<file path="src/rtl/read_bus_arbiter_pkg.sv">
// Shared types for the read-bus arbiter: FSM state and transaction owner encodings.
package read_bus_arbiter_pkg;

  localparam int BUS_WIDTH = 32;

  typedef enum logic [1:0] {
    ARB_IDLE = 2'd0,
    ARB_REQ  = 2'd1,
    ARB_RESP = 2'd2
  } arb_state_t;

  typedef enum logic {
    ARB_OWNER_IR = 1'b0,
    ARB_OWNER_DR = 1'b1
  } arb_owner_t;

endpackage

</file>
<file path="src/rtl/read_arb_grant.sv">
// Combinational picker between instruction and data read requests; dr wins ties unless
// READ_ARB_ROUND_ROBIN_EN is defined, in which case ties go to the channel not served last.
module read_arb_grant
  import read_bus_arbiter_pkg::*;
(
  input  logic       ir_valid,
  input  logic       dr_valid,
  input  arb_owner_t last_owner,
  output logic       gnt_ir,
  output logic       gnt_dr
);

`ifndef READ_ARB_ROUND_ROBIN_EN
  logic unused_last_owner;
  assign unused_last_owner = last_owner;
`endif

  always_comb begin
    gnt_ir = 1'b0;
    gnt_dr = 1'b0;
    if (ir_valid && dr_valid) begin
`ifdef READ_ARB_ROUND_ROBIN_EN
      if (last_owner == ARB_OWNER_DR) gnt_ir = 1'b1;
      else                            gnt_dr = 1'b1;
`else
      gnt_dr = 1'b1;
`endif
    end else begin
      gnt_ir = ir_valid;
      gnt_dr = dr_valid;
    end
  end

endmodule

</file>
<file path="src/rtl/read_bus_arbiter.sv">
// Single-outstanding arbiter of the ir_* and dr_* read channels onto one memory read port.
// Optional READ_ARB_ROUND_ROBIN_EN alternates grants on simultaneous requests.
module read_bus_arbiter
  import read_bus_arbiter_pkg::*;
#(
  parameter int DATA_WIDTH = BUS_WIDTH
)(
  input  logic                  clk,
  input  logic                  rst,
  input  logic                  ir_addr_valid,
  output logic                  ir_addr_ready,
  input  logic [DATA_WIDTH-1:0] ir_addr,
  output logic                  ir_data_valid,
  input  logic                  ir_data_ready,
  output logic [DATA_WIDTH-1:0] ir_data,
  input  logic                  dr_addr_valid,
  output logic                  dr_addr_ready,
  input  logic [DATA_WIDTH-1:0] dr_addr,
  output logic                  dr_data_valid,
  input  logic                  dr_data_ready,
  output logic [DATA_WIDTH-1:0] dr_data,
  output logic                  r_addr_valid,
  input  logic                  r_addr_ready,
  output logic [DATA_WIDTH-1:0] r_addr,
  input  logic                  r_data_valid,
  output logic                  r_data_ready,
  input  logic [DATA_WIDTH-1:0] r_data
);

  arb_state_t            state;
  arb_owner_t            owner;
  arb_owner_t            last_owner;
  logic [DATA_WIDTH-1:0] addr_q;
  logic                  gnt_ir, gnt_dr;
  logic                  in_idle, in_req, in_resp;
  logic                  own_ir, own_dr;

`ifdef READ_ARB_ROUND_ROBIN_EN
  arb_owner_t last_owner_q;
  assign last_owner = last_owner_q;
`else
  assign last_owner = ARB_OWNER_IR;
`endif

  read_arb_grant u_grant (
    .ir_valid   (ir_addr_valid),
    .dr_valid   (dr_addr_valid),
    .last_owner (last_owner),
    .gnt_ir     (gnt_ir),
    .gnt_dr     (gnt_dr)
  );

  // Every output is forced to zero while reset is held low.
  assign in_idle = rst && (state == ARB_IDLE);
  assign in_req  = rst && (state == ARB_REQ);
  assign in_resp = rst && (state == ARB_RESP);
  assign own_ir  = in_resp && (owner == ARB_OWNER_IR);
  assign own_dr  = in_resp && (owner == ARB_OWNER_DR);

  always_comb begin
    ir_addr_ready = in_idle && gnt_ir;
    dr_addr_ready = in_idle && gnt_dr;
    r_addr_valid  = in_req;
    r_addr        = in_req ? addr_q : '0;
    ir_data_valid = own_ir && r_data_valid;
    ir_data       = own_ir ? r_data : '0;
    dr_data_valid = own_dr && r_data_valid;
    dr_data       = own_dr ? r_data : '0;
    r_data_ready  = (own_ir && ir_data_ready) || (own_dr && dr_data_ready);
  end

  always_ff @(posedge clk) begin
    if (!rst) begin
      state  <= ARB_IDLE;
      owner  <= ARB_OWNER_IR;
      addr_q <= '0;
`ifdef READ_ARB_ROUND_ROBIN_EN
      last_owner_q <= ARB_OWNER_IR;
`endif
    end else begin
      case (state)
        ARB_IDLE: begin
          if (gnt_dr) begin
            addr_q <= dr_addr;
            owner  <= ARB_OWNER_DR;
            state  <= ARB_REQ;
`ifdef READ_ARB_ROUND_ROBIN_EN
            last_owner_q <= ARB_OWNER_DR;
`endif
          end else if (gnt_ir) begin
            addr_q <= ir_addr;
            owner  <= ARB_OWNER_IR;
            state  <= ARB_REQ;
`ifdef READ_ARB_ROUND_ROBIN_EN
            last_owner_q <= ARB_OWNER_IR;
`endif
          end
        end
        ARB_REQ: begin
          if (r_addr_ready) state <= ARB_RESP;
        end
        ARB_RESP: begin
          if (r_data_valid && r_data_ready) state <= ARB_IDLE;
        end
        default: state <= ARB_IDLE;
      endcase
    end
  end

`ifdef SIM
  always_ff @(posedge clk) begin
    if (rst && r_data_valid && (state != ARB_RESP))
      $display("read_bus_arbiter: protocol error, r_data_valid outside RESP");
  end
`endif

endmodule

</file>
<file path="config.mk">
export PLATFORM = sky130hd
export DESIGN_NAME = read_bus_arbiter
export DESIGN_NICKNAME = d
export VERILOG_FILES = /design/src/rtl/read_bus_arbiter_pkg.sv /design/src/rtl/read_arb_grant.sv /design/src/rtl/read_bus_arbiter.sv
export SDC_FILE = /design/constraint.sdc
export NUM_CORES = 1
export LEC_CHECK = 0
export ABC_AREA = 1
export BUFFER_PORTS_ARGS = -buffer_cell sky130_fd_sc_hd__buf_2
export CAP_MARGIN = 20
export CORE_MARGIN = 3
export CORE_UTILIZATION = 34
export DETAILED_ROUTE_END_ITERATION = 12
export PLACE_DENSITY = 0.83
export SYNTH_ARGS = -nofsm -noshare
export SYNTH_HDL_FRONTEND = slang
export SYNTH_HIERARCHICAL = 1
export SYNTH_SLANG_ARGS = --single-unit
</file>
<file path="constraint.sdc">
create_clock -name clk -period 1.2 [get_ports clk]
set_input_delay 0.3 -clock clk [delete_from_list [all_inputs] [get_ports clk]]
set_output_delay 0.3 -clock clk [all_outputs]
set_load 0.05 [all_outputs]
</file>
==> impl_summary.md, run 1 <==
Run status
The run stopped with a tool error. The stage where the run ended is global routing (5_1_grt). The tool reported: "[ERROR GRT-0232] Routing congestion too high. Check the congestion heatmap in the GUI".

Clock network
The clock sink count is 35. Counting along the longest clock path gives a buffer depth of 2. The number of clock buffers added by TritonCTS is 5. In this run the clock root is driven by a clkbuf_8.

The H-tree was split into 2 levels.

Place
OpenSTA, run right after detailed placement, puts the worst setup slack at -0.445 ns. The weighted congestion at the end of routability-driven global placement is 0.790. Input and output buffers added on the ports amount to 205. Once detailed placement completed, the half-perimeter wirelength came to 7.37 mm.

Floorplanning
The site row count is 28. The effective utilization at floorplan is 36.3%. In this run the count of I/O pins placed on the die edge is 206.

The die is 86.9 um tall. In this run the horizontal extent of the chip is 86.9 um.

STA
The last worst endpoint in the global-route repair_timing is r_addr[11]. After the last repair the worst path ends at an output port.

Synthesis
The cell area that synthesis handed to floorplanning was 2230 um2. Dividing the synthesized area by the synthesized cell count gives 5.75 um2. The count of warnings emitted by yosys is 6. The count of mapped cells out of synthesis is 387. When the netlist entered floorplanning its net count stood at 491.

Global route
Across every metal layer, demand over resource in global routing totals 82.1%. The global route total overflow is 340. The pin count of the biggest net entering global routing is 34.
-- what timing repair did --
| action | CTS |
|---|---|
| hold buffers | 0 |
| gates cloned | 10 |
| buffers inserted | 13 |
| setup endpoints to repair | 136 |
| pin swaps | 9 |
| gates resized for setup | 248 |
-- layer usage --
layer / global-route usage [%] / GRT overflow
met1: 73.8 / 1
met2: 112 / 262
met3: 56.4 / 0
met4: 95.6 / 77
met5: 3.50 / 0
-- metrics by stage --
step                hold slack (ns)  utilization (%)  instance area [um2]  std cells  setup TNS, ns
CTS                           0.264             90.4                 5540        697         -65.08
global placement              0.506             70.0                 4290        666         -42.45
floorplan                     0.459                -                 3110        387         -39.03
detailed placement            0.506             70.0                 4290        666         -45.99
==> run 2: changes to the inputs <==
- PLACE_DENSITY: 0.83 -> not set
- PLACE_DENSITY_LB_ADDON: not set -> 0.15
- clock period: 1.2 -> 1.55 ns (I/O delays scaled with it)
==> impl_summary.md, run 2 <==
Run status
Result of the run: complete, but fails checks (was did not finish). The checks that failed: negative setup slack.

Global route
The met2 usage in global routing is 54.9%. The global route total overflow is 0. The pin count of the biggest net entering global routing is 34. The number of global-route vias before repair is 3476. The global-route track usage on met1 is 35.1%.

Global routing consumed, on the met3 layer, 7.95% of the routing resources. The number of antenna violations at the first check in global routing is 1. The routing layer with the top usage in global route is met2. The first global-routing pass estimated 18.3 mm of wire. Global routing used 31.1% of the available tracks.

Detailed routing
The per-cell via count in the routed design is 5.78. After detailed routing, the number of remaining DRC violations is 0. The number of DRC violations after detailed-routing iteration 0 is 420. The first detailed-routing pass ran for 5 iterations. For this block, the via count after detailed routing is 4041. In the final routed layout, each cell accounts on average for 24.3 um. The remaining antenna violation count is 0. The total detailed-routing wirelength is 17.0 mm.

STA
The part of the cycle the worst path needs is 131%. At the pin with the least slew margin, the transition time is 0.352 ns. Setup repair after global routing could not meet its margin everywhere. The number of max-slew violations in the final report was 0. The number of hold-slack violations in the final timing report came to 0. The minimum setup slack in the final design is -0.486 ns. The maximum clock frequency is 491 MHz. Subtracting the final worst setup slack from the clock period gives 2.04 ns. The worst slew margin relative to its limit is 76.6%. The final number of setup-violating endpoints is 132. Hold is met by 0.347 ns. Clock skew on the completed layout was measured at 0.00373 ns. The accumulated negative setup slack is -43.13 ns.

Synthesis
The count of mapped cells out of synthesis is 387 (unchanged). The net count of the mapped netlist is 491 (unchanged). The post-synthesis instance area is 2230 um2 (unchanged). The mean post-synth cell area was 5.75 um2 (unchanged). The count of warnings emitted by yosys is 6 (unchanged).

Floorplanning
The die footprint is 7550 um2. The die span in x is 86.9 um (unchanged). The effective utilization at floorplan is 36.3% (unchanged). The region available for standard cell placement spans 6130 um2. The die extent in y is 86.9 um (unchanged).

The number of ports placed on the die boundary is 206 (unchanged). The site row count is 28 (unchanged).

Finish
The area occupied by multi-input gates is 1980 um2. The register with the most flip-flops in the layout has 32 of them. In the final layout, the registers with the most flip-flops are addr_q (32), state (2), owner (1). The layout has 194 filler cells. The non-filler instance count after layout is 699. The layout overhead on the synthesized area is 157%. The share of post-route cells with drive strength above 1 is 64.0%. Summing all non-filler instances in the final layout gives an area of 5720 um2. The top cell types in the final layout, fill and taps aside, are nor2_4, buf_2, buf_6.

Registers take 709 um2. For this run, the post-layout net count is 725. The register with the most flip-flops in the final layout is addr_q. The most frequent standard cell in the layout excluding fill and tap cells is nor2_4.

Worst setup path
The type of origin of the critical path is a flop. In this design, the stage delay of the slowest critical-path cell is 0.40 ns. The data arrival time at the worst-slack endpoint is 1.65 ns. The setup check on the worst reg-to-reg path leaves a slack of -0.17 ns. On the critical path, the stage with the largest delay is an instance of dfxtp_4. At the worst endpoint, the required time is 1.16 ns. The most used cell along the critical path is buf_6. STA classifies the critical path endpoint as an output port.

The setup path with the least slack is of type flop to output port. The signal on the critical path passes through inv_2, nor2_2, buf_6, nand2_8, buf_6, nor2_4, buf_8. The maximum fanout along the worst path is 5.

Clock network
The maximum root-to-sink buffer count came to 2 (unchanged). The clock sink count came to 35 (unchanged). The CTS tree is built.

The cts-stage hold buffer count came to 0 (unchanged). The H-tree level count came to 2 (unchanged). The clock buffer count from CTS is 5 (unchanged). The clock latency of the later-clocked register in the worst-skew pair is 0.29 ns.

The library cell used as clock root buffer is clkbuf_8 (unchanged). After clock tree synthesis, the clock-pin slew on the worst setup and hold paths is 0.07 ns.

Pwr
The switching portion of total power is 41.3%. In this run the static leakage power is 0.00257 uW. The internal power summed over all cells is 2170 uW.

In this run the power density over the cells is 647 nW/um2. The worst-case IR drop observed on VDD is 0.751 mV. The clock share of power is 20.6%. The sequential fraction of design power is 30.2%.

In this run the power spent charging and discharging nets is 1530 uW. Combinational logic is responsible for 49.2% of the overall power.

Place
The estimated wirelength of the detail-placed design is 6.87 mm (was 7.37 mm). The number of cells in the design after placement is 668 (was 666). The weighted congestion at the end of routability-driven global placement was 0.806 (was 0.790). The total cell area at the placement stage was 4280 um2 (was 4290 um2). The count of input and output buffers came to 205 (unchanged).

The pre-CTS setup slack came to -0.197 ns (was -0.445 ns).

Job
The reported max-cap violation count is 0.

Min path
In this run the worst hold path is classified as input pin to flop.
run 2: power by group through the flow:
stage / Clock (uW) / Combinational [uW] / Sequential (uW)
floorplan: 0 / 906 / 1090
global placement: 0 / 1190 / 1100
detailed placement: 0 / 1200 / 1100
CTS: 747 / 1380 / 1080
global route: 801 / 1880 / 1120
finish: 762 / 1820 / 1120
run 2: layout make-up:
| cell class | count | share of cell area (%) |
|---|---|---|
| inverter | 75 | 5.14 |
| sequential | 35 | 12.4 |
| multi-input combinational | 249 | 34.6 |
| timing repair buffer | 255 | 44.4 |
| clock buffer | 8 | 1.75 |
| tap | 75 | 1.64 |
| antenna | 2 | 0.0875 |
run 2: final timing paths:
check / cells after the start / to / start
max: 7 / ir_data[31] / state[1]
min: 3 / addr_q[23] / ir_addr[23]
max reg2reg: 10 / addr_q[28] / state[1]
min reg2reg: 2 / addr_q[20] / addr_q[20]
run 2: timing repair:
item,in CTS,in global routing
pin swaps,9,3
cloned,3,7
endpoints found under the hold margin,0,0
setup buffers,5,9
setup endpoints to repair,102,134
gates resized for setup,233,62
run 2: critical path: cells and delay by family, from the launching register on:
| family | cells | cell delay (ns) |
|---|---|---|
| buf+inv | 4 | 0.56 |
| flops | 1 | 0.40 |
| simple gates | 3 | 0.38 |
run 2: metrics by stage:
stage	utilization, %	total power (uW)
floorplan	-	2000
global placement	69.8	2290
detailed placement	69.8	2310
CTS	85.6	3210
global route	93.3	3800
finish	93.3	3700
run 2: metal layers:
metal / wire length, um / vias up
li1: - / 1649
met1: 5350 / 1852
met4: 1590 / 0
met3: 1910 / 133
met5: 0 / -
met2: 8120 / 407
No activity file was read; power rests on OpenSTA's default activity.
